$ cat config.mk
export PLATFORM = sky130hd
export DESIGN_NAME = npu_cmd_responder
export DESIGN_NICKNAME = d
export VERILOG_FILES = /design/src/rtl/npu_pkg.sv /design/src/rtl/npu_cmd_slot.sv /design/src/rtl/npu_cmd_responder.sv
export SDC_FILE = /design/constraint.sdc
export NUM_CORES = 1
export LEC_CHECK = 0
export BUFFER_PORTS_ARGS = -buffer_cell sky130_fd_sc_hd__buf_2
export CAP_MARGIN = 20
export CORE_ASPECT_RATIO = 0.9
export CORE_UTILIZATION = 52
export CTS_CLUSTER_DIAMETER = 60
export CTS_CLUSTER_SIZE = 10
export DETAILED_ROUTE_END_ITERATION = 8
export GPL_TIMING_DRIVEN = 1
export MAX_ROUTING_LAYER = met4
export PLACE_DENSITY = 0.79
export SLEW_MARGIN = 20
export SYNTH_ARGS = -nofsm -noshare
export SYNTH_HDL_FRONTEND = slang
export SYNTH_SLANG_ARGS = --single-unit
$ cat constraint.sdc
create_clock -name clk_50 -period 2.5 [get_ports clk_50]
set_clock_uncertainty 0.05 [all_clocks]
set_input_delay 0.5 -clock clk_50 [delete_from_list [all_inputs] [get_ports clk_50]]
set_output_delay 0.5 -clock clk_50 [all_outputs]
set_load 0.02 [all_outputs]
$ cat src/rtl/npu_pkg.sv
// Shared NPU launch constants.
// The decode stage uses the same indices when it raises en_npu.
package npu_pkg;

   localparam logic [2:0] ST_IDLE   = 3'd0;
   localparam logic [2:0] ST_ISSUE  = 3'd1;
   localparam logic [2:0] ST_RUN    = 3'd2;
   localparam logic [2:0] ST_WB_RES = 3'd3;
   localparam logic [2:0] ST_WB_CLR = 3'd4;

   typedef enum logic [2:0] {
      S_IDLE   = ST_IDLE,
      S_ISSUE  = ST_ISSUE,
      S_RUN    = ST_RUN,
      S_WB_RES = ST_WB_RES,
      S_WB_CLR = ST_WB_CLR
   } npu_state_e;

   localparam int NPU_CMD_REG    = 13;
   localparam int NPU_RESULT_REG = 14;

   // A zero command word never launches anything.
   function automatic logic is_launch(input logic en, input logic nz);
      return en & nz;
   endfunction

   function automatic logic [4:0] reg_idx(input int r);
      return 5'(r);
   endfunction

endpackage

$ cat src/rtl/npu_cmd_slot.sv
// One-entry command holding register.
// Pop and push in the same cycle replace the entry.
module npu_cmd_slot #(
   parameter int DATA_W = 32
) (
   input  logic              clk,
   input  logic              rst,
   input  logic              push,
   input  logic              pop,
   input  logic [DATA_W-1:0] din,
   output logic              full,
   output logic [DATA_W-1:0] dout
);

   logic              full_q, full_d;
   logic [DATA_W-1:0] data_q, data_d;

   always_comb begin
      full_d = full_q;
      data_d = data_q;
      if (pop) begin
         full_d = push;
         if (push) begin
            data_d = din;
         end
      end else if (push && !full_q) begin
         full_d = 1'b1;
         data_d = din;
      end
   end

   always_ff @(posedge clk) begin
      if (!rst) begin
         full_q <= 1'b0;
         data_q <= '0;
      end else begin
         full_q <= full_d;
         data_q <= data_d;
      end
   end

   assign full = full_q;
   assign dout = data_q;

endmodule

$ cat src/rtl/npu_cmd_responder.sv
// NPU end of the x13 launch path: issue, run, write back the
// result to RESULT_REG, then clear CMD_REG so software can poll.
module npu_cmd_responder
   import npu_pkg::*;
#(
   parameter int DATA_W     = 32,
   parameter int CMD_REG    = NPU_CMD_REG,
   parameter int RESULT_REG = NPU_RESULT_REG,
   parameter int TIMEOUT    = 1024
) (
   input  logic              clk_50,
   input  logic              rst,
   input  logic              en_npu,
   input  logic [DATA_W-1:0] cmd_word,
   input  logic              npu_ready,
   output logic              npu_start,
   output logic [DATA_W-1:0] npu_cmd,
   input  logic              npu_done,
   input  logic [DATA_W-1:0] npu_result,
   output logic              wb_req,
   output logic [4:0]        wb_addr,
   output logic [DATA_W-1:0] wb_data,
   input  logic              wb_ack,
   output logic              busy,
   output logic              overrun,
   output logic              timeout_err
);

   localparam int CNT_W = $clog2(TIMEOUT + 1);
   localparam logic [CNT_W-1:0] CNT_LAST = CNT_W'(TIMEOUT - 1);

   npu_state_e        state_q, state_d;
   logic [DATA_W-1:0] active_q, active_d;
   logic [DATA_W-1:0] result_q, result_d;
   logic [CNT_W-1:0]  cnt_q, cnt_d;
   logic              overrun_q, overrun_d;
   logic              tmo_q, tmo_d;

   logic              launch;
   logic              pend_push;
   logic              pend_pop;
   logic              pend_full;
   logic [DATA_W-1:0] pend_data;

   assign launch = is_launch(en_npu, |cmd_word);

   npu_cmd_slot #(
      .DATA_W (DATA_W)
   ) u_pending (
      .clk  (clk_50),
      .rst  (rst),
      .push (pend_push),
      .pop  (pend_pop),
      .din  (cmd_word),
      .full (pend_full),
      .dout (pend_data)
   );

   always_comb begin
      state_d   = state_q;
      active_d  = active_q;
      result_d  = result_q;
      cnt_d     = cnt_q;
      overrun_d = overrun_q;
      tmo_d     = tmo_q;
      pend_push = 1'b0;
      pend_pop  = 1'b0;
      npu_start = 1'b0;
      wb_req    = 1'b0;
      wb_addr   = '0;
      wb_data   = '0;

      unique case (state_q)
         S_IDLE: begin
            // A waiting command beats a new launch; the new one queues.
            if (pend_full) begin
               active_d  = pend_data;
               pend_pop  = 1'b1;
               pend_push = launch;
               state_d   = S_ISSUE;
            end else if (launch) begin
               active_d = cmd_word;
               state_d  = S_ISSUE;
            end
         end
         S_ISSUE: begin
            if (npu_ready) begin
               npu_start = 1'b1;
               cnt_d     = '0;
               state_d   = S_RUN;
            end
         end
         S_RUN: begin
            cnt_d = cnt_q + CNT_W'(1);
            if (npu_done) begin
               result_d = npu_result;
               state_d  = S_WB_RES;
            end else if (cnt_q == CNT_LAST) begin
               tmo_d    = 1'b1;
               result_d = '1;
               state_d  = S_WB_RES;
            end
         end
         S_WB_RES: begin
            wb_req  = 1'b1;
            wb_addr = reg_idx(RESULT_REG);
            wb_data = result_q;
            if (wb_ack) begin
               state_d = S_WB_CLR;
            end
         end
         S_WB_CLR: begin
            wb_req  = 1'b1;
            wb_addr = reg_idx(CMD_REG);
            wb_data = '0;
            if (wb_ack) begin
               state_d = S_IDLE;
            end
         end
         default: begin
            state_d = S_IDLE;
         end
      endcase

      if (state_q != S_IDLE && launch) begin
         if (!pend_full) begin
            pend_push = 1'b1;
         end else begin
            overrun_d = 1'b1;
         end
      end
   end

   always_ff @(posedge clk_50) begin
      if (!rst) begin
         state_q   <= S_IDLE;
         active_q  <= '0;
         result_q  <= '0;
         cnt_q     <= '0;
         overrun_q <= 1'b0;
         tmo_q     <= 1'b0;
      end else begin
         state_q   <= state_d;
         active_q  <= active_d;
         result_q  <= result_d;
         cnt_q     <= cnt_d;
         overrun_q <= overrun_d;
         tmo_q     <= tmo_d;
      end
   end

   assign npu_cmd     = active_q;
   assign busy        = (state_q != S_IDLE) || pend_full;
   assign overrun     = overrun_q;
   assign timeout_err = tmo_q;

endmodule

## After elaboration in Yosys (flattened, before gate mapping)

Index checks and enable logic that the tools add are counted.

- Bits in registers: 113
- Latch bits: 0
- RAM bits: 0
- ROM bits: 0
- Memories kept: 0

- $add $sub $neg: 1
- Multipliers: 0
- Divide/modulo/power cells: 0
- $lt $le $gt $ge: 0
- Equality and inequality tests: 11
- Shift-type cells: 0
- Multiplexer cells: 30
- Bitwise gates (word level): 2
- Reduce and logical (&&, ||, !) cells: 19

Operators by type and width:

| operator | count |
|---|---|
| 32-bit two-way mux | 8 |
| 32-bit OR reduction | 1 |
| 11-bit case mux with 2 select lines | 1 |
| 3-bit two-way mux | 7 |
| 3-bit case mux with 5 select lines | 1 |
| 11-bit by 1-bit adder with 11-bit output (second input constant) | 1 |
| 11-bit by 10-bit == test with 1-bit output (second input constant) | 1 |
| 1-bit two-way mux | 11 |
| 11-bit two-way mux | 1 |
| 2-bit AND reduction | 5 |
| 4-bit case mux with 2 select lines | 1 |
| 2-bit nonzero test | 4 |
| 3-bit by 2-bit == test with 1-bit output (second input constant) | 2 |
| 2-bit inequality test (second input constant) | 3 |
| 5-bit AND reduction | 1 |
| 3-bit by 1-bit == test with 1-bit output (second input constant) | 1 |
| 3-bit == test (second input constant) | 1 |
| 3-bit zero test | 1 |
| 3-bit by 2-bit inequality test with 1-bit output (second input constant) | 1 |
| 3-bit inequality test (second input constant) | 1 |
| 3-bit AND reduction | 1 |
| 3-bit nonzero test | 1 |
| 1-bit logical AND | 2 |
| 2-bit by 1-bit inequality test with 1-bit output (second input constant) | 1 |
| other kinds (5) | 5 |

## Longest topological paths before layout

- Depth in word-level cells: 9
- Depth in mapped cells: 7
- Depth with buffers taken out: 6

## Cells and area by module

A second synthesis with hierarchy kept.

- Cell total of the unflattened synthesis: 528
- Area, all modules: 5096.1 um2

Modules (own cells, without submodules):

| module | instances | cells each | area each (um2) | seq. area each (um2) |
|---|---|---|---|---|
| npu_cmd_responder | 1 | 385 | 3739.8 | 1601.5 |
| npu_cmd_slot | 1 | 143 | 1356.3 | 660.6 |

## Worst setup path after synthesis

No wires, ideal clock.

- Path kind: reg2out
- Start point: register state_q[2]
- End point: output port wb_data[22]
- Arrival time: 1.435 ns
- Required time: 1.950 ns
- Path slack: 0.515 ns
- Stages on the path, launching flop included: 6
- Cells stage by stage: dfxtp_1 buf_6 and3b_1 clkbuf_1 clkbuf_1 and2_1

- Cells in the longest elaborated chain, start to end: 2

RTL lines:

| what | RTL line | text |
|---|---|---|
| start, declared | npu_cmd_responder.sv:32 | `npu_state_e state_q, state_d;` |
| start signal, assigned | npu_cmd_responder.sv:143 | `state_q <= state_d;` |
| 3-bit by 2-bit == test with 1-bit output | npu_cmd_responder.sv:73 | `unique case (state_q)` |
| 32-bit two-way mux | npu_cmd_responder.sv:73 |  |
| end, declared | npu_cmd_responder.sv:22 | `output logic [DATA_W-1:0] wb_data,` |

Every way passes these cells.

## Worst setup path in the final report

- Start point: register state_q[2]
- End point: output port wb_data[26]

Same word-level chain as after synthesis.

==> results by group <==
Outcome
  – Result of the run: finished clean

Routing
  – Overall via count from detail_route: 4458
  – Post-route DRC: 0
  – Aggregate routed wire length: 12.3 mm
  – 1st-iter DRT viols: 200
  – Routed wire length per instance: 14.9 um
  – TritonRoute pass-1 iters: 4
  – Count of nets left with antenna violations after detail routing: 0
  – Via count normalized by instance count: 5.40

Finish
  – Final net count: 757
  – Highest-count cells in the layout ignoring fill and taps: buf_2 (142), dfxtp_1 (110), mux2i_1 (65)
  – Area of the multi-input gates: 2650 um2
  – Most common cell after layout, fill and taps aside: buf_2
  – Storage cell area: 2270 um2
  – Area growth from synthesis to layout: 27.3%
  – # fillers: 770
  – Number of diodes: 0
  – Fraction of layout instances using a drive strength above 1: 29.0%

Pwr
  – PwrDens: 1140 nW/um2
  – Maximum ir drop on the vdd rail: 0.805 mV
  – Static leakage: 2.99 nW

Setup path
  – Setup slack of the worst register-to-register path: 0.44 ns
  – Category of the worst setup path launch point: register
  – Startpoint of the worst register-to-register path: state_q[2]
  – Critical path arrival: 1.80 ns
  – Critical path endpoint category: output pin
  – Crit path to: wb_data[26]
  – Type of the worst setup path: register to output pin
  – Critical Path Source: state_q[2]
  – Biggest fanout along the worst timing path: 33
  – Worst r2r dst: result_q[11]
  – Cell depth of the worst flop-to-flop path: 6
  – Required time of the critical path: 1.95 ns

Global route
  – Wire length of the first global-routing pass: 20.2 mm
  – Number of global-route vias before repair: 4249
  – Number of antenna violations at the first check in global routing: 0
  – Largest net degree at the start of global routing: 65
  – Global-route usage over all layers: 25.3%
  – Residual overflow from global routing: 0

Clock network
  – Maximum buffer depth of the clock tree: 2
  – CTS tree: yes
  – TritonCTS Sinks: 113
  – Latest clock arrival within the worst-skew pair: 0.50 ns
  – Hold buffer count at cts: 0
  – Total CTS buffers: 17
  – CTS H-Tree Depth: 4
  – Buffer cell driving the clock tree root: clkbuf_8
  – Clock-pin slew on the worst setup and hold paths: 0.06 ns

Die
  – Std cell rows: 34
  – Die Footprint: 10400 um2
  – Starting density of the core: 53.5%
  – # IOs: 144
  – Height of the die: 96.8 um
  – Die span in x: 107 um
  – Core Area: 9700 um2

Timing
  – Total Neg Setup Slack: 0 ns
  – Fin crit share: 93.8%
  – Final Worst Setup Slack: 0.155 ns
  – Max-slew violation count: 0
  – Setup-failing EPs final: 0
  – Unrepaired setup endpoints after global routing: false
  – Final worst hold slack: 0.205 ns
  – Maximum clock rate: 426 MHz
  – Worst-case headroom to the max-slew limit: 63.1%
  – Worst-Margin Slew: 0.552 ns
  – Minimum period implied by the final worst setup slack: 2.35 ns
  – Hold violation count in the final report: 0

Flow run
  – Max Cap Viol: 0

Hold path
  – Tightest Hold Check Type: primary input to register

Synthesis
  – Synth Area in Simple Gates: 20.8%
  – Mean instance size in the synthesized netlist: 9.30 um2
  – Number of warnings printed during yosys synthesis: 0
  – Number of nets produced by synthesis: 629
  – Multiplexer share of the synthesized area: 12.8%
  – Compound-cell area share of the yosys netlist: 16.5%
  – Yosys cell types: 46
  – Fraction of registers with async set/reset: 0%
  – Sequential area share after synthesis: 43.6%
  – Post-synthesis adder-cell area fraction: 0.434%
  – Main combinational cell family by area after synthesis: simple AND/OR/NAND/NOR gates
  – Cell Area, Synth: 5190 um2
  – Synthesis-stage register bit count: 113
  – Post-Synth XOR/XNOR Area: 0.169%
  – Count of flip-flops with a built-in enable after synthesis: 0
  – Primary FF master, synth: dfxtp_1
  – Synthesized instance count: 558

Placed design
  – Number of buffers added on ports: 142
  – Pre-CTS setup slack: 0.0816 ns
  – DP Wirelength: 8.05 mm
  – Last weighted congestion value of the routability-driven placer: 0.822
-- critical path, cell delays in order, from the launching register on --
cell and delay, ns:
dfxtp_1 0.51, and3b_1 0.25, buf_6 0.18, and2_1 0.19, buf_2 0.16
-- synth_stat cells (2+ instances only) --
| master | count | share of area, % |
|---|---|---|
| nand3_1 | 4 | 0.39 |
| and3_1 | 2 | 0.24 |
| and2_1 | 39 | 4.7 |
| nand4_1 | 5 | 0.60 |
| buf_4 | 8 | 1.2 |
| nor4_1 | 10 | 1.2 |
| dfxtp_1 | 113 | 44 |
| nand3b_1 | 3 | 0.43 |
| buf_6 | 7 | 1.5 |
| nor2b_1 | 38 | 4.6 |
| o21ai_1 | 21 | 2.0 |
| clkbuf_1 | 27 | 2.0 |
| mux2i_1 | 65 | 13 |
| nand2_1 | 44 | 3.2 |
| nor2_1 | 40 | 2.9 |
| a21boi_1 | 4 | 0.58 |
| o221a_1 | 32 | 6.9 |
| nor3_1 | 3 | 0.29 |
| o21ai_0 | 23 | 2.2 |
| a21oi_1 | 34 | 3.3 |
| o21a_1 | 2 | 0.29 |
| inv_1 | 3 | 0.22 |
| buf_2 | 8 | 0.77 |
-- state kept, by name (all words and copies together), names as in the netlist --
register        flops
npu_cmd            32
result_q           32
u_pending.dout     32
cnt_q              11
state_q             3
overrun             1
timeout_err         1
u_pending.full      1
-- per-layer routing --
| layer | GRT usage, % | routed length, um | up-vias |
|---|---|---|---|
| met1 | 32.0 | 5770 | 2051 |
| met5 | - | 0 | - |
| met2 | 38.9 | 5570 | 156 |
| met4 | 11.1 | 287 | 0 |
| met3 | 5.19 | 681 | 21 |
| li1 | - | - | 2230 |
-- how the worst min path moves through the flow --
stage / startpoint / endpoint / slack, ns / cells after the start
after global placement: overrun / overrun / 0.40 / 1
final: npu_result[8] / result_q[8] / 0.20 / 3
after floorplan: cnt_q[8] / cnt_q[8] / 0.42 / 2
after CTS: npu_result[30] / result_q[30] / 0.19 / 3
after global routing: npu_result[30] / result_q[30] / 0.19 / 3
after detailed placement: timeout_err / timeout_err / 0.41 / 1
-- power breakdown --
group	internal [mW]	switching [mW]
registers	2.25	0.281
clock network	1.67	0.845
logic	1.06	1.42
total	4.98	2.55
-- cell type report --
| type | instances | area share [%] |
|---|---|---|
| flip-flops and latches | 113 | 34.3 |
| clock inverters | 13 | 2.80 |
| inverters | 3 | 0.171 |
| repair buffers | 159 | 13.5 |
| multi-input cells | 392 | 40.1 |
| well taps | 126 | 2.39 |
| clock buffers | 19 | 6.69 |
-- per-stage QoR --
step	util, %	cell area (um2)	std cells	total power [mW]
floorplan	-	5190	558	4.30
global placement	61.3	5950	790	4.88
detailed placement	61.3	5950	790	4.97
CTS	67.8	6580	822	7.49
global route	68.1	6600	825	7.90
finish	68.1	6600	825	7.53
-- cells by family after synthesis --
group / count (synthesis)
adders and majority gates: 2
buffers and inverters: 53
xor gates and xnor gates: 1
muxes: 66
DFF: 113
and+or+nand+nor: 199
AOI/OAI and AO/OA: 123
other: 1
-- repair_timing --
item | CTS | global route
pin swaps | 0 | 1
gates cloned | 0 | 0
resized for setup | 1 | 2
endpoints found under the setup margin | 9 | 33
buffers inserted | 0 | 3
(Power assumes the default switching activity.)
